File: src/rtl/uart_pkg.sv
// Shared UART constants, frame-length helper and arbiter state encoding.
// UART_ARB_GUARD_EN adds one idle bit time after each stop bit.
package uart_pkg;

   localparam int DEF_UART_BPS = 9600;
   localparam int DEF_CLK_FREQ = 50_000_000;

   // Bit times per frame: start + 8 data + stop, plus optional guard bit
   function automatic int frame_bits();
`ifdef UART_ARB_GUARD_EN
      return 11;
`else
      return 10;
`endif
   endfunction

   typedef enum logic [1:0] {
      IDLE = 2'd0,
      SEND = 2'd1,
      WAIT = 2'd2
   } arb_state_e;

endpackage

File: src/rtl/uart_tx_arbiter_rr_pick.sv
// Combinational round-robin picker: first set req bit at or above ptr_i,
// wrapping N-1 -> 0. ptr_i must be below N.
module rr_pick #(
   parameter int N   = 2,
   parameter int IDW = 3
) (
   input  logic [N-1:0]   req_i,
   input  logic [IDW-1:0] ptr_i,
   output logic [IDW-1:0] idx_o,
   output logic           valid_o
);

   logic [2*N-1:0] dbl;
   logic [N-1:0]   rot;
   logic [IDW:0]   off;
   logic [IDW:0]   sum;

   // Rotate so the pointer position lands at bit 0, then take the lowest set bit
   assign dbl = {req_i, req_i};
   assign rot = N'(dbl >> ptr_i);

   always_comb begin
      off = '0;
      for (int i = N - 1; i >= 0; i--) begin
         if (rot[i]) off = (IDW+1)'(i);
      end
   end

   assign sum     = {1'b0, ptr_i} + off;
   assign idx_o   = (sum >= (IDW+1)'(N)) ? IDW'(sum - (IDW+1)'(N)) : sum[IDW-1:0];
   assign valid_o = |req_i;

endmodule

File: src/rtl/uart_tx_arbiter.sv
// Round-robin arbiter sharing one uart_tx between N_REQ byte sources.
// Frame hold-off is 10 bit times, or 11 when UART_ARB_GUARD_EN is defined.
module uart_tx_arbiter
   import uart_pkg::*;
#(
   parameter int N_REQ    = 2,
   parameter int UART_BPS = DEF_UART_BPS,
   parameter int CLK_FREQ = DEF_CLK_FREQ
) (
   input  logic               sys_clk,
   input  logic               sys_rst_n,
   input  logic [N_REQ-1:0]   req,
   input  logic [N_REQ*8-1:0] req_data,
   output logic [N_REQ-1:0]   ack,
   output logic [7:0]         pi_data,
   output logic               pi_flag,
   output logic               busy,
   output logic [2:0]         grant_id
);

   localparam int BAUD_CNT_MAX = CLK_FREQ / UART_BPS;
   localparam int FRAME_CYC    = frame_bits() * BAUD_CNT_MAX;
   localparam int CNT_W        = $clog2(FRAME_CYC + BAUD_CNT_MAX);

   arb_state_e       state_q, state_d;
   logic [CNT_W-1:0] cnt_q, cnt_d;
   logic [2:0]       ptr_q, ptr_d;
   logic [2:0]       gid_q, gid_d;
   logic [7:0]       data_q, data_d;
   logic [2:0]       win_idx;
   logic             win_vld;

   rr_pick #(.N(N_REQ), .IDW(3)) u_rr_pick (
      .req_i   (req),
      .ptr_i   (ptr_q),
      .idx_o   (win_idx),
      .valid_o (win_vld)
   );

   always_ff @(posedge sys_clk or negedge sys_rst_n) begin
      if (!sys_rst_n) begin
         state_q <= IDLE;
         cnt_q   <= '0;
         ptr_q   <= '0;
         gid_q   <= '0;
         data_q  <= '0;
      end else begin
         state_q <= state_d;
         cnt_q   <= cnt_d;
         ptr_q   <= ptr_d;
         gid_q   <= gid_d;
         data_q  <= data_d;
      end
   end

   always_comb begin
      state_d = state_q;
      cnt_d   = cnt_q;
      ptr_d   = ptr_q;
      gid_d   = gid_q;
      data_d  = data_q;
      case (state_q)
         IDLE: begin
            // req_data is captured only here; later drops of req cannot cancel
            if (win_vld) begin
               gid_d   = win_idx;
               data_d  = 8'(req_data >> {win_idx, 3'b000});
               state_d = SEND;
            end
         end
         SEND: begin
            ptr_d   = (gid_q == 3'(N_REQ - 1)) ? 3'd0 : gid_q + 3'd1;
            cnt_d   = '0;
            state_d = WAIT;
         end
         WAIT: begin
            cnt_d = cnt_q + 1'b1;
            if (cnt_q == CNT_W'(FRAME_CYC - 1)) state_d = IDLE;
         end
         default: state_d = IDLE;
      endcase
   end

   always_comb begin
      pi_flag = (state_q == SEND);
      busy    = (state_q != IDLE);
      ack     = (state_q == SEND) ? (N_REQ'(1) << gid_q) : '0;
   end

   assign pi_data  = data_q;
   assign grant_id = gid_q;

endmodule
File: config.mk
export PLATFORM = sky130hd
export DESIGN_NAME = uart_tx_arbiter
export DESIGN_NICKNAME = d
export VERILOG_FILES = /design/src/rtl/uart_pkg.sv /design/src/rtl/uart_tx_arbiter_rr_pick.sv /design/src/rtl/uart_tx_arbiter.sv
export SDC_FILE = /design/constraint.sdc
export NUM_CORES = 1
export LEC_CHECK = 0
export ABC_AREA = 1
export CAP_MARGIN = 5
export CORE_AREA = 10 10 72 74
export DETAILED_ROUTE_END_ITERATION = 10
export DIE_AREA = 0 0 82 84
export PLACE_DENSITY = 0.76
export SKIP_LAST_GASP = 1
export SLEW_MARGIN = 30
export SYNTH_ARGS = -nofsm -noshare
export SYNTH_HDL_FRONTEND = slang
export SYNTH_SLANG_ARGS = --single-unit
File: constraint.sdc
create_clock -name sys_clk -period 2.2 [get_ports sys_clk]
set_input_delay 0.44 -clock sys_clk [delete_from_list [all_inputs] [get_ports sys_clk]]
set_output_delay 0.44 -clock sys_clk [all_outputs]
set_load 0.01 [all_outputs]
==> summary.txt, run 1 <==
Final layout
  – Nets: 326
  – Fill cells: 339
  – Area growth, synth to finish: 30.0%
  – Post-route design area: about 0.0024 mm2
  – Layout cell share with drive strength beyond 1: 12.3%
  – Ant. Diodes: 0

Pwr
  – Pwr/cell area: 1160 mW/mm2
  – Cell leakage power: approximately 0.0012 uW
  – Pwr Total: roughly 2800 uW
  – Worst VDD drop: 690 uV

Synth
  – Sequential area share after synthesis: 43.2%
  – Synth cell types: 25
  – Most used DFF post-synth: dfrtp_1
  – Post-synthesis mux area share: 0%
  – Cell with the most instances after synthesis: nand2_1
  – Syn_area_per_cell: 7.22 um2
  – Synth area leaders: dfrtp_1, nand2_1, inv_1
  – Synthesized net count: ~280
  – Cell area after synthesis: 0.00185 mm2
  – Register bit total from synthesis: 32
  – YS warnings: 0
  – Adder-cell share of the synthesized area: 4.05%
  – Area leader, netlist: dfrtp_1
  – Post-synth EDFFs: 0
  – Top cell type's share of synthesized area: 43.2%
  – Post-Synth XOR/XNOR Area: 1.42%
  – Mapped Cells: 257
  – Largest family of logic cells by synthesized area: simple AND/OR/NAND/NOR gates
  – Post-synthesis compound-gate area fraction: 9.85%
  – Ys async rst share: 100%
  – Synth Area in Simple Gates: between 30% and 40%
  – Commonest cells in the netlist: nand2_1, dfrtp_1, inv_1

Critical path
  – FF-to-FF path depth: 10
  – Critical R2R Capture: pi_data[5]
  – R2r setup slk: 0.23 ns
  – CP max stage cell: clkdlybuf4s50_1
  – Critical path required time: ~1.8 ns
  – Most frequent CP cell: inv_1
  – Critical Path End Type: output pin
  – Crit path buffers/inverters: 3
  – Crit-path max FO: 3
  – R2r startpoint: ptr_q[2]
  – Critical path, cell by cell: inv_1 -> ha_1 -> inv_1 -> clkdlybuf4s50_1
  – Critical Path AT: 1.63 ns
  – CP Launch Type: flip-flop
  – Crit. Startpoint: state_q[0]
  – Critical path's largest stage delay: around 0.54 ns
  – Top delay family on crit path: buffers and inverters
  – Kind of critical path: flip-flop to output pin

Floorplanning
  – Die width: 82 um
  – I/O Pins: 35
  – Initial Util: 48.1%
  – Die H: 84 um
  – Core Rows: 23
  – Core box area: 0.00386 mm2
  – Die area: 0.00689 mm2

Hold path
  – Endpoint, Worst Hold: pi_data[4]
  – Worst hold start: pi_data[4]
  – Hold path depth: 2
  – Worst min-delay path class: flip-flop to flip-flop

Placed design
  – IO Port Bufs: 34
  – GPL Wtd Cong: between 0.8 and 0.9
  – Place WS: -0.473 ns
  – Dpl cell area: 0.00226 mm2
  – HPWL after DPL: 3170 um

Timing
  – Setup Skew: roughly 0.004 ns
  – Slew HR: 72.6%
  – Max Freq: 483 MHz
  – Setup violators final: 0
  – Final Cycle Share: 94.1%
  – Tmin final: 2.07 ns
  – Final Hold Fails: 0
  – RSZ-0062 raised after global routing: false
  – Final Max Slew Viols: 0
  – Setup total negative slack: 0 ns
  – Setup WS post-layout: 0.130 ns
  – Slew @ Worst Pin: 0.410 ns

Clocking
  – Worst-path clk slew: roughly 0.060 ns
  – Clk root buf: clkbuf_8
  – Worst-Skew Late Latency: around 0.28 ns
  – CTS tree: done
  – Clock buffer depth: 2
  – Cts hold-fix bufs: 0
  – CTS buffer count: 5
  – CTS H-tree lvls: 2
  – # clock sinks: 32

Route
  – Final wirelength: 4400 um
  – Via/cell ratio: 4.92
  – DRT antenna net count: 0
  – DRC viols: 0
  – Vias: 1726
  – Drt wl/cell: 12.5 um
  – Pre-antenna DRT Iters: 4
  – Initial DRC count: 108

Global route
  – Global route overflow: 0
  – Initial antenna violation count: 0
  – Gr usage total: 14.1%
  – Number of global-route vias before repair: 1792
  – First-pass GRT wire length: 7780 um
  – Largest net degree at the start of global routing: 33

Flow run
  – Max_cap viols: 0

Outcome
  – Outcome: finished clean
## worst max path at each step
stage                        endpoint  slack [ns]  cells past startpoint
after floorplan           grant_id[2]        0.20                     11
after global placement    grant_id[2]       -0.38                     12
after detailed placement   pi_data[5]       -0.47                     11
after CTS                      ack[1]        0.02                      5
after global routing             busy        0.03                      4
final                            busy        0.13                      4
## area by class of cell
class,count,area [um2],share of cell area [%]
multi-input combinational,188,953,39.5
sequential,32,801,33.2
timing repair buffer,39,377,15.6
inverter,34,128,5.29
clock buffer,8,90.1,3.74
tap,50,62.6,2.59
## power breakdown
| part | internal (uW) | switching (uW) |
|---|---|---|
| Clock | 255 | 209 |
| Combinational | 619 | 867 |
| Sequential | 725 | 114 |
## worst min-delay path, delay by kind of cell (launching register included)
| family | cells | cell delay [ns] |
|---|---|---|
| simple gates | 1 | 0.05 |
| flops | 1 | 0.34 |
| compound gates | 1 | 0.06 |
## state kept, by name, indices dropped and copies added, names as in the netlist
| name | flops |
|---|---|
| ptr_q | 3 |
| state_q | 2 |
| grant_id | 3 |
| pi_data | 8 |
| cnt_q | 16 |
## what timing repair did
action	4_1_cts	5_1_grt
gates cloned	2	0
pin swaps	3	0
setup endpoints to repair	12	1
gates resized for setup	14	1
buffers inserted	1	0
## kinds of logic after synthesis
kind of cell             Yosys count
adder cells (fa/ha/maj)            6
AO/OA/AOI/OAI                     34
AND/OR/NAND/NOR                  143
buffers and inverters             39
XOR/XNOR                           3
flip-flops                        32
## cells in the final DEF (no fill, tap or decap), drive strengths merged, types with 2 or more instances in the layout
| master | netlist | final |
|---|---|---|
| or2 | 3 | 3 |
| buf | 5 | 5 |
| nor2 | 33 | 33 |
| ha | 6 | 6 |
| nor3 | 4 | 4 |
| xor2 | 2 | 2 |
| dfrtp | 32 | 32 |
| clkdlybuf4s50 | 0 | 30 |
| nand3 | 11 | 11 |
| clkbuf | 0 | 8 |
| o21a | 2 | 2 |
| o21ai | 23 | 23 |
| nand4 | 3 | 3 |
| a21oi | 6 | 6 |
| dlygate4sd2 | 0 | 3 |
| nand2 | 89 | 91 |
| inv | 34 | 34 |
## routing by layer
layer,GRT usage (%),routed length [um]
met1,14.9,1810
met2,22.6,2120
met3,7.87,389
met4,5.57,80
met5,0,0
## per-stage QoR
| stage | utilization (%) | std cells | hold WS, ns |
|---|---|---|---|
| finish | 62.5 | 351 | 0.492 |
| floorplan | - | 257 | 0.144 |
| CTS | 62.5 | 351 | 0.494 |
| global route | 62.5 | 351 | 0.516 |
| detailed placement | 58.5 | 340 | 0.478 |
| global placement | 58.5 | 340 | 0.472 |
Power figures use the tool's default switching activity.
==> run 2: changes to the inputs <==
- CTS_BUF_LIST: not set -> sky130_fd_sc_hd__clkbuf_4
==> summary.txt, run 2 (synthesis results as in run 1) <==
Outcome
  – Outcome: finished clean

Flow run
  – Max_cap viols: 0 (unchanged)

Clocking
  – CTS tree: done
  – Cts hold-fix bufs: 0 (unchanged)
  – CTS H-tree lvls: 2 (unchanged)
  – Clock buffer depth: 2 (unchanged)
  – Clk root buf: clkbuf_4
  – Worst-path clk slew: 0.10 ns (+0.04 ns)
  – Worst-Skew Late Latency: 0.34 ns (+0.06 ns)
  – CTS buffer count: 5 (unchanged)
  – # clock sinks: 32 (unchanged)

Timing
  – Setup violators final: 0 (unchanged)
  – RSZ-0062 raised after global routing: false
  – Final Max Slew Viols: 0 (unchanged)
  – Slew @ Worst Pin: 0.401 ns (-0.00903 ns)
  – Slew HR: 73.2% (+0.60 points)
  – Setup WS post-layout: 0.102 ns (-0.0282 ns)
  – Final Cycle Share: 95.4% (+1.3 points)
  – Setup Skew: 0.00624 ns (+0.00213 ns)
  – Final Hold Fails: 0 (unchanged)
  – Setup total negative slack: 0 ns (unchanged)
  – Max Freq: 477 MHz (-1.3%)
  – Tmin final: 2.10 ns (+0.0282 ns)

Final layout
  – Leading cell type in the layout, fill and taps excluded: nand2_1
  – Area growth, synth to finish: 30.6%
  – Layout cell share with drive strength beyond 1: 14.2% (+1.9 points)
  – Register Area: 801 um2 (unchanged)
  – Ant. Diodes: 0 (unchanged)
  – Largest Register: cnt_q
  – Final cell count without fillers: 352 (+0.28%)
  – Most frequent cells in the layout: nand2_1, dfrtp_1, inv_1
  – Nets: 327 (+0.31%)
  – Fill cells: 332 (-2.1%)
  – Multi-input combinational cell area: 987 um2 (+3.5%)
  – Max reg flops: 16 (unchanged)

Global route
  – Initial antenna violation count: 0 (unchanged)
  – Grt met2 use: 22.3% (-0.36 points)
  – Number of global-route vias before repair: 1804 (+0.67%)
  – Met3 Resource Use GR: 7.22% (-0.65 points)
  – Most used routing layer: met2
  – Gr usage total: 14.2% (+0.043 points)
  – Met1 Use GR: 15.1% (+0.25 points)
  – Global route overflow: 0 (unchanged)
  – First-pass GRT wire length: 7800 um (+0.18%)
  – Largest net degree at the start of global routing: 33 (unchanged)

Route
  – Drt wl/cell: 12.6 um (+0.55%)
  – DRC viols: 0 (unchanged)
  – Initial DRC count: 116 (+7.4%)
  – DRT antenna net count: 0 (unchanged)
  – Via/cell ratio: 4.97 (+1.2%)
  – Pre-antenna DRT Iters: 4 (unchanged)
  – Vias: 1751 (+1.4%)
  – Final wirelength: 4440 um (+0.84%)

Placed design
  – IO Port Bufs: 34 (unchanged)
  – GPL Wtd Cong: 0.895 (unchanged)
  – Place WS: -0.473 ns (unchanged)
  – Placed cells: 340 (unchanged)
  – HPWL after DPL: 3170 um (unchanged)

Floorplanning
  – Core box area: 0.00386 mm2 (unchanged)
  – Die H: 84 um (unchanged)
  – Die width: 82 um (unchanged)
  – I/O Pins: 35 (unchanged)
  – Die area: 0.00689 mm2 (unchanged)
  – Initial Util: 48.1% (unchanged)
  – Core Rows: 23 (unchanged)

Pwr
  – Pwr/cell area: 1140 mW/mm2 (-1.5%)
  – Worst VDD drop: 685 uV (-0.80%)
  – Cell leakage power: 0.00120 uW (+0.51%)

Critical path
  – Crit. Startpoint: state_q[1]
  – Kind of critical path: flip-flop to output pin
  – Critical Path End Type: output pin
  – Critical R2R Capture: pi_data[5]
  – FF-to-FF path depth: 9 (-1)
  – CP Launch Type: flip-flop
  – R2r startpoint: ptr_q[2]
  – Crit path capture: busy
  – Critical Path AT: 1.66 ns (+0.03 ns)
  – Critical path required time: 1.76 ns (about the same)
  – R2r setup slk: 0.24 ns (about the same)
  – Crit-path max FO: 3 (unchanged)

Hold path
  – Worst min-delay path class: primary input to asynchronous set/reset pin
[run 2: cell types whose count changed in the layout (fill, tap and decap cells not counted), moves of 2 or more]
| cell | change |
|---|---|
| clkbuf_4 | +7 |
| clkbuf_8 | -6 |
| o21ai_1 | -3 |
| o21ai_2 | +3 |
| clkbuf_1 | -2 |
[run 2: how the worst min path moves through the flow]
stage,start,endpoint,slack (ns),depth (start not counted)
2_1_floorplan,sys_rst_n,cnt_q[0],0.14,0
3_3_place_gp,pi_data[4],pi_data[4],0.47,2
3_5_place_dp,pi_data[4],pi_data[4],0.48,2
4_1_cts,sys_rst_n,state_q[1],0.49,2
5_1_grt,sys_rst_n,cnt_q[2],0.51,2
6_report,sys_rst_n,cnt_q[3],0.48,2
[run 2: layout make-up]
class	count	area share, %
inverter	34	5.27
timing repair buffer	40	16.0
tap	50	2.58
clock buffer	7	2.17
multi-input combinational	188	40.8
sequential	32	33.1
clock inverter	1	0.155
[run 2: power breakdown]
group	switching (uW)	internal (uW)	leakage [uW]
registers	111	723	0.000425
clock network	202	147	0.0000338
logic	921	654	0.000737
total	1230	1520	0.00120
[run 2: worst max-delay path: stages (launching register included)]
cell and delay [ns]:
dfrtp_1 0.40, inv_1 0.09, ha_1 0.20, inv_1 0.09, clkdlybuf4s50_1 0.54
[run 2: per-layer routing]
metal | vias up | part of all wire [%]
met5 | - | 0
met4 | 0 | 2.5
met3 | 12 | 8.9
met2 | 52 | 48
met1 | 792 | 41
li1 | 895 | -
[run 2: stage by stage]
step | util (%) | cell area (um2) | power (uW) | hold slack (ns)
after floorplan | - | 1850 | 1720 | 0.144
after global placement | 58.5 | 2260 | 2150 | 0.472
after detailed placement | 58.5 | 2260 | 2190 | 0.478
after CTS | 61.6 | 2380 | 2670 | 0.495
after global routing | 62.8 | 2420 | 3000 | 0.507
final | 62.8 | 2420 | 2760 | 0.484
[run 2: what timing repair did]
action / in CTS / in global routing
cloned: 2 / 0
endpoints found under the setup margin: 13 / 11
setup buffers: 1 / 1
pin swaps: 3 / 4
resized for setup: 13 / 8
==> run 3: changes to the inputs <==
- ABC_CLOCK_PERIOD_IN_PS: not set -> 2200
- CTS_BUF_LIST: sky130_fd_sc_hd__clkbuf_4 -> sky130_fd_sc_hd__clkbuf_16
- DONT_BUFFER_PORTS: not set -> 1
- PLACE_DENSITY: 0.76 -> not set
==> summary.txt, run 3 (synthesis results as in run 1) <==
Timing
  – Max Freq: 497 MHz (+4.2%)
  – Setup total negative slack: 0 ns (unchanged)
  – Final Cycle Share: 91.5% (-3.8 points)
  – Slew HR: 72.5% (-0.74 points)
  – RSZ-0062 raised after global routing: false
  – Final Max Slew Viols: 0 (unchanged)
  – Tmin final: 2.01 ns (-0.0840 ns)
  – Setup violators final: 0 (unchanged)
  – Setup Skew: 0.00333 ns (-0.00291 ns)
  – Final Hold Fails: 0 (unchanged)
  – Slew @ Worst Pin: 0.412 ns (+0.0111 ns)

Global route
  – Largest net degree at the start of global routing: 33 (unchanged)
  – Global route overflow: 0 (unchanged)
  – Number of global-route vias before repair: 1579 (-12%)
  – First-pass GRT wire length: 7080 um (-9.2%)
  – Gr usage total: 12.7% (-1.4 points)
  – Initial antenna violation count: 0 (unchanged)

Route
  – Via/cell ratio: 4.87 (-2.2%)
  – Initial DRC count: 84 (-28%)
  – Pre-antenna DRT Iters: 4 (unchanged)
  – DRC viols: 0 (unchanged)
  – DRT antenna net count: 0 (unchanged)
  – Vias: 1528 (-13%)
  – Final wirelength: 3880 um (-13%)
  – Drt wl/cell: 12.3 um (-2.0%)

Critical path
  – CP Launch Type: flip-flop
  – Critical path required time: 1.76 ns (about the same)
  – FF-to-FF path depth: 10 (+1)
  – Critical Path AT: 1.57 ns (-0.09 ns)
  – Kind of critical path: flip-flop to output pin
  – Crit-path max FO: 7 (+4)
  – Critical Path End Type: output pin

Clocking
  – Clock buffer depth: 2 (unchanged)
  – Post-cts sizing count: 0 (-13)
  – # clock sinks: 32 (unchanged)
  – Worst-path clk slew: 0.05 ns (-0.05 ns)
  – Worst-Skew Late Latency: 0.27 ns (-0.07 ns)
  – CTS tree: done
  – Cts hold-fix bufs: 2 (+2)
  – CTS H-tree lvls: 2 (unchanged)
  – Setup bufs post-CTS: 0 (-1)
  – CTS buffer count: 5 (unchanged)
  – Clk root buf: clkbuf_16

Final layout
  – Largest Register: cnt_q
  – Layout cell share with drive strength beyond 1: 9.85% (-4.4 points)
  – Ant. Diodes: 0 (unchanged)
  – Nets: 289 (-12%)
  – Max reg flops: 16 (unchanged)
  – Layout Utilization: 53.7% (-9.1 points)
  – Leading cell type in the layout, fill and taps excluded: nand2_1
  – Post-route design area: 0.00207 mm2 (-15%)
  – Most frequent cells in the layout: nand2_1, inv_1, dfrtp_1
  – Area growth, synth to finish: 11.6%

Pwr
  – Pwr/cell area: 1230 mW/mm2 (+7.9%)
  – Cell leakage power: 0.00105 uW (-12%)
  – Worst VDD drop: 676 uV (-1.3%)

Placed design
  – IO Port Bufs: 0 (-100%)
  – Dpl cell area: 0.00190 mm2 (-16%)
  – GPL Wtd Cong: 0.831 (-7.1%)
  – HPWL after DPL: 2910 um (-8.1%)

Hold path
  – Hold path depth: 4
  – Worst min-delay path class: primary input to flip-flop

Flow run
  – Max_cap viols: 0 (unchanged)

Floorplanning
  – Core Rows: 23 (unchanged)
  – Die width: 82 um (unchanged)
  – Die area: 0.00689 mm2 (unchanged)
  – I/O Pins: 35 (unchanged)
  – Initial Util: 48.1% (unchanged)
  – Core box area: 0.00386 mm2 (unchanged)
  – Die H: 84 um (unchanged)

Outcome
  – Outcome: finished clean
## run 3: per-stage QoR
step	setup WS [ns]	hold WS, ns	instances	total power [uW]
CTS	0.162	0.409	314	2590
global placement	0.101	0.146	304	1910
detailed placement	0.104	0.146	304	1910
finish	0.186	0.414	314	2540
floorplan	0.202	0.144	257	1720
global route	0.00742	0.441	314	2780
## run 3: cell type report
| type | instances | area [um2] |
|---|---|---|
| Clock buffer | 5 | 125 |
| Clock inverter | 3 | 13.8 |
| Fill cell | 390 | 1790 |
| Inverter | 34 | 128 |
| Multi-Input combinational cell | 186 | 895 |
| Sequential cell | 32 | 801 |
| Tap cell | 50 | 62.6 |
| Timing Repair Buffer | 4 | 45.0 |
## run 3: report_power, final
group          internal (uW)  switching, uW
sequential               726            157
combinational            344            666
clock                    410            240
## run 3: routing by layer
metal	global-route usage [%]	vias to the layer above	wire length, um
met3	5.82	6	285
met1	14.6	677	1760
met4	5.73	0	45
met2	19.5	33	1790
met5	0	-	0
li1	-	812	-
## run 3: final timing paths
path,startpoint,to,slack (ns)
max,state_q[1],ack[0],0.19
min,req_data[5],pi_data[5],0.41
max reg2reg,ptr_q[2],grant_id[2],0.19
min reg2reg,state_q[1],state_q[1],0.50
max in group asynchronous,sys_rst_n,cnt_q[7],1.41
min in group asynchronous,sys_rst_n,cnt_q[0],0.60
## run 3: critical path, stage by stage, from the launching register on
cell and delay, ns:
dfrtp_1 0.39, inv_1 0.08, ha_1 0.34, inv_1 0.12
nor3_1 0.37
